[config.mk]
export PLATFORM = sky130hd
export DESIGN_NAME = eth_header_parser
export DESIGN_NICKNAME = d
export VERILOG_FILES = /design/src/rtl/eth_header_parser.sv
export SDC_FILE = /design/constraint.sdc
export NUM_CORES = 1
export LEC_CHECK = 0
export BUFFER_PORTS_ARGS = -buffer_cell sky130_fd_sc_hd__buf_2
export CAP_MARGIN = 25
export CORE_MARGIN = 8
export CORE_UTILIZATION = 45
export CTS_CLUSTER_DIAMETER = 200
export DETAILED_ROUTE_END_ITERATION = 6
export GPL_TIMING_DRIVEN = 0
export PLACE_DENSITY_LB_ADDON = 0.3
export SLEW_MARGIN = 15
export SYNTH_ARGS = -nofsm -noshare
export SYNTH_HDL_FRONTEND = slang
export SYNTH_SLANG_ARGS = --single-unit
[constraint.sdc]
create_clock -name clk -period 1.56 [get_ports clk]
set_input_delay 0.078 -clock clk [delete_from_list [all_inputs] [get_ports clk]]
set_output_delay 0.078 -clock clk [all_outputs]
set_load 0.1 [all_outputs]
[src/rtl/eth_header_parser.sv]
// Ingress FIFO read-side consumer: prefetches FIFO words into a 3-entry buffer,
// extracts the Ethernet header and streams the payload, dropping runt frames.
module eth_header_parser #(
    parameter int DATA_WIDTH = 9,
    parameter int ADDR_WIDTH = 4
) (
    input  logic                  clk,
    input  logic                  reset,
    input  logic [ADDR_WIDTH:0]   fifo_occu,
    output logic                  fifo_read_enable,
    input  logic [DATA_WIDTH-1:0] fifo_read_data,
    output logic [47:0]           dst_mac,
    output logic [47:0]           src_mac,
    output logic [15:0]           ethertype,
    output logic                  hdr_valid,
    input  logic                  hdr_ready,
    output logic [7:0]            payload_data,
    output logic                  payload_valid,
    output logic                  payload_last,
    input  logic                  payload_ready,
    output logic                  runt_error,
    output logic [15:0]           frame_count
);

    typedef enum logic [1:0] {
        S_HDR     = 2'd0,
        S_HDR_OUT = 2'd1,
        S_PAYLOAD = 2'd2
    } state_t;

    localparam int EOF_BIT  = DATA_WIDTH - 1;
    localparam int BUF_SIZE = 3;

    state_t                state;
    state_t                state_nxt;
    logic [DATA_WIDTH-1:0] buf_mem [BUF_SIZE];
    logic [1:0]            rd_ptr;
    logic [1:0]            wr_ptr;
    logic [1:0]            buf_count;
    logic                  inflight;
    logic                  rd_req;
    logic                  push;
    logic                  pop;
    logic [DATA_WIDTH-1:0] head;
    logic                  buf_nonempty;
    logic [3:0]            byte_idx;
    logic [3:0]            byte_idx_nxt;
    logic [111:0]          hdr_shift;
    logic                  hdr_load;
    logic                  hdr_clr;
    logic                  runt_set;
    logic                  count_inc;
    logic [ADDR_WIDTH:0]   inflight_ext;
    logic [2:0]            committed;

    function automatic logic [1:0] ptr_inc(input logic [1:0] ptr);
        return (ptr == 2'd2) ? 2'd0 : ptr + 2'd1;
    endfunction

    assign head         = buf_mem[rd_ptr];
    assign buf_nonempty = (buf_count != 2'd0);
    assign push         = inflight;

    // A read is only issued when the FIFO holds a word beyond the one already
    // in flight and the buffer can absorb both.
    assign inflight_ext = {{ADDR_WIDTH{1'b0}}, inflight};
    assign committed    = {1'b0, buf_count} + {2'b00, inflight};
    assign rd_req       = (fifo_occu > inflight_ext) && (committed < 3'd3);
    assign fifo_read_enable = rd_req & reset;

    always_ff @(posedge clk or negedge reset) begin
        if (!reset) begin
            for (int i = 0; i < BUF_SIZE; i++) begin
                buf_mem[i] <= '0;
            end
            rd_ptr    <= 2'd0;
            wr_ptr    <= 2'd0;
            buf_count <= 2'd0;
            inflight  <= 1'b0;
        end else begin
            inflight <= rd_req;
            if (push) begin
                buf_mem[wr_ptr] <= fifo_read_data;
                wr_ptr          <= ptr_inc(wr_ptr);
            end
            if (pop) begin
                rd_ptr <= ptr_inc(rd_ptr);
            end
            case ({push, pop})
                2'b10:   buf_count <= buf_count + 2'd1;
                2'b01:   buf_count <= buf_count - 2'd1;
                default: buf_count <= buf_count;
            endcase
        end
    end

    always_comb begin
        state_nxt    = state;
        byte_idx_nxt = byte_idx;
        pop          = 1'b0;
        hdr_load     = 1'b0;
        hdr_clr      = 1'b0;
        runt_set     = 1'b0;
        count_inc    = 1'b0;
        case (state)
            S_HDR: begin
                if (buf_nonempty) begin
                    pop = 1'b1;
                    if (head[EOF_BIT]) begin
                        runt_set     = 1'b1;
                        hdr_clr      = 1'b1;
                        byte_idx_nxt = 4'd0;
                    end else begin
                        hdr_load = 1'b1;
                        if (byte_idx == 4'd13) begin
                            byte_idx_nxt = 4'd0;
                            state_nxt    = S_HDR_OUT;
                        end else begin
                            byte_idx_nxt = byte_idx + 4'd1;
                        end
                    end
                end
            end
            S_HDR_OUT: begin
                if (hdr_ready) begin
                    count_inc = 1'b1;
                    state_nxt = S_PAYLOAD;
                end
            end
            S_PAYLOAD: begin
                if (buf_nonempty && payload_ready) begin
                    pop = 1'b1;
                    if (head[EOF_BIT]) begin
                        state_nxt    = S_HDR;
                        byte_idx_nxt = 4'd0;
                    end
                end
            end
            default: begin
                state_nxt    = S_HDR;
                byte_idx_nxt = 4'd0;
            end
        endcase
    end

    always_ff @(posedge clk or negedge reset) begin
        if (!reset) begin
            state       <= S_HDR;
            byte_idx    <= 4'd0;
            hdr_shift   <= '0;
            runt_error  <= 1'b0;
            frame_count <= 16'd0;
        end else begin
            state      <= state_nxt;
            byte_idx   <= byte_idx_nxt;
            runt_error <= runt_set;
            if (hdr_clr) begin
                hdr_shift <= '0;
            end else if (hdr_load) begin
                hdr_shift <= {hdr_shift[103:0], head[7:0]};
            end
            if (count_inc) begin
                frame_count <= frame_count + 16'd1;
            end
        end
    end

    // Header bytes enter at the bottom, so byte 0 ends up in the top octet.
    assign dst_mac   = hdr_shift[111:64];
    assign src_mac   = hdr_shift[63:16];
    assign ethertype = hdr_shift[15:0];
    assign hdr_valid = (state == S_HDR_OUT);

    assign payload_valid = (state == S_PAYLOAD) && buf_nonempty;
    assign payload_data  = payload_valid ? head[7:0] : 8'd0;
    assign payload_last  = payload_valid ? head[EOF_BIT] : 1'b0;

endmodule

# Word level (Yosys, flattened, before mapping)
# Index checks and enable logic that the tools add are counted.
word_totals:
  ff_bits: 169
  output_inout_bits: 141
classes:
  n_reduce_logical: 10
  bitwise_logic: 4
  add_sub_neg: 7
  n_eq_ne: 13
  muxes: 37
  magnitude_cmp: 5
op_table:
  columns: ["operator", "n"]
  rows:
  - ["$mux W112", 2]
  - ["$bwmux W27", 1]
  - ["$mux W9", 3]
  - ["$mux W4", 5]
  - ["$bmux W9 S2", 1]
  - ["$demux W9 S2", 1]
  - ["$add A16 B1 Y16 const B", 1]
  - ["$mux W2", 8]
  - ["$pmux W4 S3", 1]
  - ["$mux W1", 11]
  - ["$ne A2 B2 Y1 const B", 5]
  - ["$eq A2 B2 Y1 const B", 4]
  - ["$mux W8", 1]
  - ["$add A2 B1 Y2 const B", 3]
  - ["$ge A3 B3 Y1 const B", 2]
  - ["$not A2 Y3", 2]
  - ["$pmux W2 S3", 1]
  - ["$reduce_and A6 Y1", 1]
  - ["$reduce_bool A2 Y1", 3]
  - ["$gt A5 B1 Y1", 1]
  - ["$add A4 B1 Y4 const B", 1]
  - ["$eq A2 B1 Y1 const B", 2]
  - ["$eq A4 B4 Y1 const B", 1]
  - ["$logic_and A1 B1 Y1", 4]
  - ["other kinds (11)", 11]

# Longest topological paths before layout
# Gate-level depths: netlist of the first run.
depth:
  ltp_word: 9
  ltp_mapped: 7
  depth_no_buf: 6

# Worst setup path after synthesis of the first run
# No wires, ideal clock.
synth_timing:
  kind: "flip-flop to output port"
  from: "register rd_ptr[1]"
  to: "output payload_last"
  stages_incl_launch_ff: 6
  required_time_ps: 1482
  setup_slack_ps: -863
  arrival_time_ps: 2345
  cell_sequence: "dfrtp_1 > mux2i_1 > o21a_1 > buf_2 > buf_1 > nor2_1"
synth_via:
  elab_chain_len: 5
synth_rtl:
  columns: ["element", "line", "source"]
  rows:
  - ["start: declaration", "37", "logic [1:0] rd_ptr;"]
  - ["start signal: assignment", "87", "rd_ptr <= ptr_inc(rd_ptr);"]
  - ["$not A2 Y3 (not written as such)", "60", "assign head = buf_mem[rd_ptr];"]
  - ["$bmux W9 S2", "60", null]
  - ["$mux W9 (not written as such) (2 in a row)", "60", null]
  - ["$mux W1", "176", "assign payload_last = payload_valid ? head[EOF_BIT] : 1'b0;"]
  - ["end: declaration", "19", "output logic payload_last,"]
# Every way passes these cells. The select of a mux whose other input is x is not followed.

# Worst setup path after layout of the first run
layout_timing:
  from: "register inflight"
  to: "output fifo_read_enable"
layout_via:
  elab_chain_len: 4
  elab_cells_between_ends: 5
  classes_between: "add/sub (1); order compare (2); bitwise (1); reduce/logical (1)"
layout_rtl:
  columns: ["element", "line", "source"]
  rows:
  - ["start: declaration", "40", "logic inflight;"]
  - ["start signal: assignment", "81", "inflight <= rd_req;"]
  - ["$add A2 B1 Y3", "67", "assign committed = {1'b0, buf_count} + {2'b00, inflight};"]
  - ["$lt A3 B2 Y1", "68", "assign rd_req = (fifo_occu > inflight_ext) && (committed < 3'd3);"]
  - ["$logic_and A1 B1 Y1 (*)", "68", null]
  - ["net rd_req", "41", "logic rd_req;"]
  - ["$and A1 B1 Y1 (*)", "69", "assign fifo_read_enable = rd_req & reset;"]
  - ["end: declaration", "10", "output logic fifo_read_enable,"]
# The timed path passes the listed nets; every way through them passes the cells marked *.

==> run summary, run 1 <==
Status = complete, but fails checks
Violated checks = hold timing, setup timing
Sum Neg Setup Slack = -9.55 ns
Remaining antenna violation count = 0
Sequential fraction of the synthesis area = 59.7%
Max-Slew Margin vs Limit = 47.8%
Tmin final = 2.04 ns
Setup slack after layout = -0.485 ns
Synthesized flop and latch total = 169
Syn-to-layout area delta = 52.6%
Cts hold-fix bufs = 10
Per-cell routed wire length = 18.1 µm
Worst-margin pin slew = 0.783 ns
Routability cong. = 0.789
Die Y = 141 µm
Setup WS pre-CTS = -0.524 ns
Max cap viols = 0
Crit. End Element = output port
Initial antenna violation count = 0
CP startpoint kind = register
Layout Cells excl Fill = 1188
RSZ-0062 raised after global routing = true
Fin Clk Skew = 0.00633 ns
WL final = 21.5 mm
Core Region = 15700 µm²
Worst Path Required = 1.48 ns
Synth cell types = 47
Via-to-Cell Ratio = 5.20
Setup Viol. Count Final = 103
Delay-heaviest family, CP = simple AND/OR/NAND/NOR gates
Post-DP HPWL = 13.1 mm
TritonCTS sink count = 169
Post-Place Cells = 1085
Vias in the first global route = 5831
Row cnt = 46
DIE AREA = 20000 µm²
Global-route wire length before repair = 31.0 mm
Delay of the slowest cell on the worst path = 0.41 ns
Period utilisation layout = 131%
Slowest library cell on the worst path = dfrtp_1
Synthesized Nets = 735
Worst hold slack = -0.346 ns
Port bufs = 158
TritonCTS clock tree = done
Mapped cell area = 7090 µm²
Mean cell area of the mapped netlist = 9.98 µm²
Clk slew on worst S/H paths = 0.06 ns
ANT cells = 0
Total track usage = 19.6%
Chip Width = 141 µm
Max Fclk = 0.489 GHz
Crit path cell chain = ha_1 -> or2_4 -> a221oi_4 -> and2_4 -> buf_12
IO Count = 159
Fin nets = 984
Starting Density = 45.3%
Critical path type = reg -> out
Hold WC Path Type = in -> async
Final-report max-slew violation count = 0
DRT Pass-1 Iters = 4
Post-Syn Instances = 710
Worst Path Arrival = 1.97 ns
CP Max Fanout = 3
DRC viols = 0
Clk buf depth = 2
Most common cell after layout, fill and taps aside = nand2_1
CTS Buf Count = 17
CTS root buf = clkbuf_16
Vias = 6179
Layout cells sized above 1 = 48.6%
Gr ovfl total = 0
Clk Latency, worst-skew pair = 0.43 ns
DR iter-0 viols = 324
H-tree depth = 4
Synth warn = 0
Buf+Inv Stages, Crit Path = 1
Hold Vio Cnt, Final = 98
Largest net degree at the start of global routing = 101
Most used cells in the layout excluding fill and tap cells = 215 x nand2_1, 152 x dfrtp_1, 149 x buf_2
[sequential cells by signal, summed over array words and instances, names as in the netlist]
signal and cells:
buf_count 2, inflight 1, state 2, wr_ptr 2
buf_mem 27, hdr_shift 112, frame_count 16, rd_ptr 2
byte_idx 4, runt_error 1
[per-stage QoR]
stage | util (%) | hold slack [ns] | area (µm²)
floorplan | - | -0.218 | 7270
global placement | 53.2 | 0.322 | 8330
detailed placement | 53.5 | 0.168 | 8370
CTS | 61.6 | -0.277 | 9650
global route | 69.1 | -0.272 | 10800
finish | 69.1 | -0.346 | 10800
[area by class of cell]
class,instances,area [µm²]
Tap cell,216,270
Clock buffer,20,457
Clock inverter,12,139
Multi-Input combinational cell,491,3360
Timing Repair Buffer,230,1820
Sequential cell,169,4270
Fill cell,1157,4840
Inverter,8,33.8
Buffer,42,469
[synthesized netlist by cell type, drive strengths merged]
master	count	share of area, %
dfrtp	169	60
a21oi	8	0.56
nor2b	3	0.26
a21o	1	0.11
or2	2	0.18
nand4b	2	0.25
nor3b	1	0.11
buf	25	1.7
and2	1	0.088
o31ai	8	0.85
nand2b	1	0.088
o21ai	6	0.42
nand2	221	12
xnor2	12	1.5
nand3	114	8.1
clkbuf	18	0.95
and4	1	0.12
nor3	6	0.56
xor2	6	0.74
and3	3	0.26
o2111a	1	0.16
nand4	2	0.18
mux2	30	4.8
a211o	2	0.25
or3	1	0.088
or4b	1	0.14
o41ai	2	0.35
o211a	1	0.14
inv	8	0.42
a221oi	1	0.12
mux2i	9	1.3
a32oi	1	0.12
nor4	3	0.35
nand3b	2	0.39
ha	7	1.2
o21a	1	0.11
nor2	29	1.5
a221o	1	0.14
[worst paths after layout]
check | to | slack, ns | depth (start not counted) | start
max in group asynchronous | buf_count[0] | 1.08 | 2 | reset
setup reg to reg | byte_idx[3] | -0.13 | 5 | rd_ptr[1]
min in group clk | rd_ptr[1] | 0.23 | 4 | payload_ready
hold / removal | hdr_shift[107] | -0.35 | 1 | reset
hold reg to reg | hdr_shift[106] | 0.46 | 2 | hdr_shift[106]
setup / recovery | fifo_read_enable | -0.48 | 5 | inflight
[logic make-up after synthesis]
group                    synth area share, %
adder cells (fa/ha/maj)                 1.24
flip-flops                              59.7
AO/OA/AOI/OAI                           3.34
XOR/XNOR                                2.22
buffers and inverters                   3.12
multiplexers                            6.04
AND/OR/NAND/NOR                         24.4
[routing by layer]
metal | vias to the layer above | part of all wire [%] | global-route usage, %
met4 | 0 | 1.7 | 6.44
met2 | 174 | 53 | 33.5
met1 | 3099 | 40 | 23.9
met5 | - | 0 | 0
met3 | 28 | 6.1 | 5.01
li1 | 2878 | - | -
[what timing repair did]
item | CTS | global route
endpoints found under the setup margin | 143 | 132
setup buffers | 23 | 29
gates resized for setup | 127 | 194
endpoints found under the hold margin | 126 | 98
gates cloned | 1 | 14
pin swaps | 10 | 78
Power of run 1 is left out: the tool's default activity adds up to more than one toggle a clock period on the data nets, which glitch-free logic cannot reach.
==> inputs of run 2 (changes only) <==
- TNS_END_PERCENT: not set -> 30
==> run 2 against run 1 <==
The run still ends with hold timing, setup timing left. Utilization shrank 3.9 points. Final area down 5.6%. Worst hold slack worse by 0.043 ns. Flip-flop and latch count unchanged. Clock-buffer cell count stayed put. Clock skew up 0.0028 ns.
==> run summary, run 2 (synthesis results as in run 1) <==
Status = complete, but fails checks
Violated checks = hold timing, setup timing
Hold Vio Cnt, Final = 69 (-30%)
Met1 usage in global routing = 23.4% (-0.43 points)
Delay of the slowest cell on the worst path = 0.45 ns (+0.04 ns)
Critical path type = reg -> out
Vias in the first global route = 5802 (-0.50%)
Per-cell routed wire length = 17.2 µm (-5.0%)
Layout cells sized above 1 = 41.8% (-6.8 points)
Most used cells in the layout excluding fill and tap cells = 219 x nand2_1, 153 x dfrtp_1, 151 x buf_2
Max Fclk = 0.503 GHz (+2.8%)
Row cnt = 46 (unchanged)
Largest register FFs = 112 (unchanged)
WL final = 20.1 mm (-6.4%)
Fin Clk Skew = 0.00918 ns (+0.00285 ns)
Gr ovfl total = 0 (unchanged)
Period utilisation layout = 128% (-3.6 points)
Starting Density = 45.3% (unchanged)
ANT cells = 0 (unchanged)
Clk slew on worst S/H paths = 0.06 ns (about the same)
Max-Slew Margin vs Limit = 63.4% (+16 points)
Finished Cell Area = 10200 µm² (-5.6%)
Global-route wire length before repair = 30.5 mm (-1.6%)
Busiest grt layer = met2
Port bufs = 158 (unchanged)
Tmin final = 1.99 ns (-0.0554 ns)
Core Region = 15700 µm² (unchanged)
Chip Width = 141 µm (unchanged)
Worst Path Arrival = 1.91 ns (-0.06 ns)
CP Max Fanout = 3 (unchanged)
DRT Pass-1 Iters = 5 (+1)
Worst hold slack = -0.390 ns (-0.0434 ns)
Die Y = 141 µm (unchanged)
Crit path cell chain = ha_4 -> or2_4 -> a221oi_4 -> and2_4 -> buf_12
Fin nets = 968 (-1.6%)
IO Count = 159 (unchanged)
CTS root buf = clkbuf_16
Setup slack after layout = -0.429 ns (+0.0554 ns)
Cts hold-fix bufs = 9 (-1)
Clk Latency, worst-skew pair = 0.42 ns (about the same)
Most common cell after layout, fill and taps aside = nand2_1
Worst Path Required = 1.48 ns (about the same)
Total track usage = 19.3% (-0.30 points)
Slowest library cell on the worst path = dfrtp_2
Hold WC Path Type = in -> async
Met2 GRT Util = 32.5% (-1.0 points)
Clk buf depth = 2 (unchanged)
TritonCTS clock tree = done
Largest net degree at the start of global routing = 101 (unchanged)
Biggest regs = hdr_shift (112), buf_mem (27), frame_count (16)
Met3 Resource Use GR = 5.85% (+0.84 points)
DRC viols = 0 (unchanged)
Crit. End Element = output port
Via-to-Cell Ratio = 5.09 (-2.1%)
Top reg by flops = hdr_shift
Vias = 5963 (-3.5%)
Worst-margin pin slew = 0.549 ns (-0.234 ns)
Syn-to-layout area delta = 44.1%
TritonCTS sink count = 169 (unchanged)
Routability cong. = 0.762 (-3.5%)
Post-DP HPWL = 13.1 mm (-0.18%)
H-tree depth = 4 (unchanged)
DR iter-0 viols = 329 (+1.5%)
CTS Buf Count = 17 (unchanged)
Final-report max-slew violation count = 0 (unchanged)
CP startpoint kind = register
Setup Viol. Count Final = 51 (-50%)
Initial antenna violation count = 0 (unchanged)
Max cap viols = 0 (unchanged)
Remaining antenna violation count = 0 (unchanged)
RSZ-0062 raised after global routing = true
DIE AREA = 20000 µm² (unchanged)
Dpl cell area = 8300 µm² (-0.82%)
-- run 2: cell types whose count changed in the layout (fill, tap and decap cells not counted), sizes merged --
cell         before  now
clkbuf           41   32
buf             241  236
clkinvlp          1    4
inv              11    8
clkinv            6    4
bufinv            2    3
dlygate4sd3      10    9
nand2           222  221
-- run 2: final cells by class --
type	count	area (µm²)
clock inverter	11	145
clock buffer	20	457
multi-input combinational	490	3100
fill	1243	5450
timing repair buffer	215	1580
tap	216	270
buffer	42	362
sequential	169	4260
inverter	8	33.8
-- run 2: path summary, 6_finish.rpt --
kind | startpoint | slack, ns | endpoint | cells past startpoint
max in group asynchronous | reset | 1.05 | frame_count[6] | 2
max | inflight | -0.43 | fifo_read_enable | 5
min | reset | -0.39 | hdr_shift[107] | 1
min reg2reg | hdr_shift[107] | 0.46 | hdr_shift[107] | 2
min in group clk | hdr_ready | 0.04 | frame_count[0] | 3
max reg2reg | state[0] | -0.14 | byte_idx[3] | 6
-- run 2: critical path: cells and delay by family, from the launching register on --
kind | cells | cell delay [ns]
flops | 1 | 0.45
simple gates | 2 | 0.42
fa+ha+maj | 1 | 0.23
compound gates | 1 | 0.22
buf+inv | 1 | 0.17
-- run 2: metal layers --
metal | up-vias | share of wire (%)
met5 | - | 0
met3 | 22 | 6.8
met2 | 168 | 51
met1 | 2923 | 41
met4 | 0 | 1.3
li1 | 2850 | -
-- run 2: repair_timing --
action,4_1_cts,5_1_grt
buffers inserted,13,30
cloned,2,3
endpoints found under the setup margin,149,154
hold endpoints to repair,96,69
gates resized for setup,119,123
pin swaps,11,41
-- run 2: stage by stage --
step	utilization (%)	TNS (ns)	hold WS [ns]	std cells	worst slack [ns]
floorplan	-	-1.55	-0.218	710	-0.219
global placement	52.8	-431.47	0.338	1084	-2.86
detailed placement	53.0	-44.17	0.0678	1085	-0.474
CTS	60.8	-3.51	-0.380	1140	-0.488
global route	65.2	-10.33	-0.355	1171	-0.497
finish	65.2	-4.97	-0.390	1171	-0.429
Power of run 2 is left out for the same reason.
==> inputs of run 3 (changes only) <==
- CORE_ASPECT_RATIO: not set -> 1.5
- REMOVE_ABC_BUFFERS: not set -> 1
==> run 3 against run 2 <==
The flow still finishes with violations (hold timing, setup timing). Clock skew grew 0.0010 ns. Critical endpoint unchanged. Via count fell by 0.50%. Final cell count shrank 3.2%. Clock-buffer cell count rose by 1. Global-route usage rose by 0.47 points. Critical path type unchanged. Sequential share of layout area is 0.59 points lower. Utilization is 1.2 points higher. Final area grew 1.1%. First-iteration DRC count grew 42%.
==> run summary, run 3 (synthesis results as in run 1) <==
Gr ovfl total = 0 (unchanged)
CTS Buf Count = 17 (unchanged)
Sum Neg Setup Slack = -34.52 ns (-29.55 ns)
TritonCTS clock tree = done
Port bufs = 158 (unchanged)
Starting Density = 45.6% (+0.29 points)
Core Region = 15600 µm² (-0.64%)
Initial antenna violation count = 0 (unchanged)
Vias in the first global route = 5969 (+2.9%)
Most common cell after layout, fill and taps aside = nand2_1
Via-to-Cell Ratio = 5.23 (+2.7%)
Top reg by flops = hdr_shift
Max Fclk = 0.498 GHz (-1.0%)
Slowest library cell on the worst path = dfrtp_2
Crit. End Element = output port
Hold WC Path Type = in -> async
Largest net degree at the start of global routing = 89 (-12%)
ANT cells = 0 (unchanged)
Hold Vio Cnt, Final = 86 (+25%)
Buf+Inv Stages, Crit Path = 1 (unchanged)
TritonCTS sink count = 169 (unchanged)
CTS root buf = clkbuf_16
Global-route wire length before repair = 32.2 mm (+5.3%)
Delay-heaviest family, CP = flip-flops
CP startpoint kind = register
Max cap viols = 0 (unchanged)
Chip Width = 118 µm (-16%)
RSZ-0062 raised after global routing = true
Final-report max-slew violation count = 0 (unchanged)
Crit path cell chain = ha_2 -> ha_4 -> a221oi_4 -> and2_4 -> buf_12
Setup slack after layout = -0.450 ns (-0.0205 ns)
Critical path type = reg -> out
Dpl cell area = 8220 µm² (-0.95%)
IO Count = 159 (unchanged)
Per-cell routed wire length = 18.0 µm (+4.6%)
Die Y = 170 µm (+20%)
Syn-to-layout area delta = 45.7%
Setup Viol. Count Final = 132 (+160%)
Vias = 5933 (-0.50%)
DIE AREA = 20100 µm² (+0.42%)
Violated checks = hold timing, setup timing
Final core utilization = 66.4% (+1.2 points)
Routability cong. = 0.792 (+3.9%)
Status = complete, but fails checks
Fin Clk Skew = 0.0102 ns (+0.00102 ns)
Tmin final = 2.01 ns (+0.0205 ns)
H-tree depth = 4 (unchanged)
Max-Slew Margin vs Limit = 54.7% (-8.7 points)
Delay of the slowest cell on the worst path = 0.44 ns (about the same)
Worst Path Arrival = 1.93 ns (+0.02 ns)
Biggest regs = hdr_shift (112), buf_mem (27), frame_count (16)
Worst Path Required = 1.48 ns (about the same)
WL final = 20.4 mm (+1.3%)
DRC viols = 0 (unchanged)
Period utilisation layout = 129% (+1.3 points)
Clk buf depth = 2 (unchanged)
Remaining antenna violation count = 0 (unchanged)
Most used cells in the layout excluding fill and tap cells = 208 x nand2_1, 162 x dfrtp_1, 145 x buf_2
Layout cells sized above 1 = 43.3% (+1.5 points)
DRT Pass-1 Iters = 4 (-1)
DR iter-0 viols = 467 (+42%)
Finished Cell Area = 10300 µm² (+1.1%)
Post-DP HPWL = 11.5 mm (-12%)
Cts hold-fix bufs = 9 (unchanged)
CP Max Fanout = 4 (+1)
Row cnt = 56 (+22%)
Reg2Reg Setup Slack = -0.40 ns (-0.26 ns)
Clk slew on worst S/H paths = 0.07 ns (about the same)
Clk Latency, worst-skew pair = 0.41 ns (about the same)
Worst-margin pin slew = 0.680 ns (+0.130 ns)
Total track usage = 19.8% (+0.47 points)
Fin nets = 943 (-2.6%)
Largest register FFs = 112 (unchanged)
Worst hold slack = -0.348 ns (+0.0415 ns)
==> run 3: what timing repair did <==
action                     4_1_cts  5_1_grt
resized for setup              138       84
buffers inserted                28       15
pin swaps                       63       51
gates cloned                    12        0
setup endpoints to repair      159      150
hold endpoints to repair       113       86
==> run 3: stage by stage <==
step	worst slack, ns	std cells	hold WS [ns]
floorplan	-3.39	667	-0.218
global placement	-5.88	1028	0.343
detailed placement	-0.867	1041	0.130
CTS	-0.490	1122	-0.319
global route	-0.542	1134	-0.309
finish	-0.450	1134	-0.348
==> run 3: per-layer routing <==
| layer | share of wire, % | track usage, % |
|---|---|---|
| met5 | 0 | 0 |
| met4 | 2.3 | 7.40 |
| met3 | 4.4 | 4.43 |
| met2 | 52 | 34.2 |
| met1 | 42 | 23.6 |
==> run 3: area by class of cell <==
cell class	instances	area, µm²
Multi-Input combinational cell	494	3290
Clock buffer	21	470
Sequential cell	169	4240
Inverter	8	30.0
Timing Repair Buffer	228	1920
Clock inverter	11	110
Tap cell	203	254
Fill cell	1217	5230
==> run 3: worst paths after layout <==
check | cells after the start | endpoint | start
max | 5 | fifo_read_enable | buf_count[0]
min | 1 | hdr_shift[101] | reset
max reg2reg | 6 | byte_idx[3] | rd_ptr[1]
min reg2reg | 2 | hdr_shift[110] | hdr_shift[110]
max in group asynchronous | 2 | state[0] | reset
min in group clk | 4 | state[0] | hdr_ready
Power of run 3 is left out for the same reason.
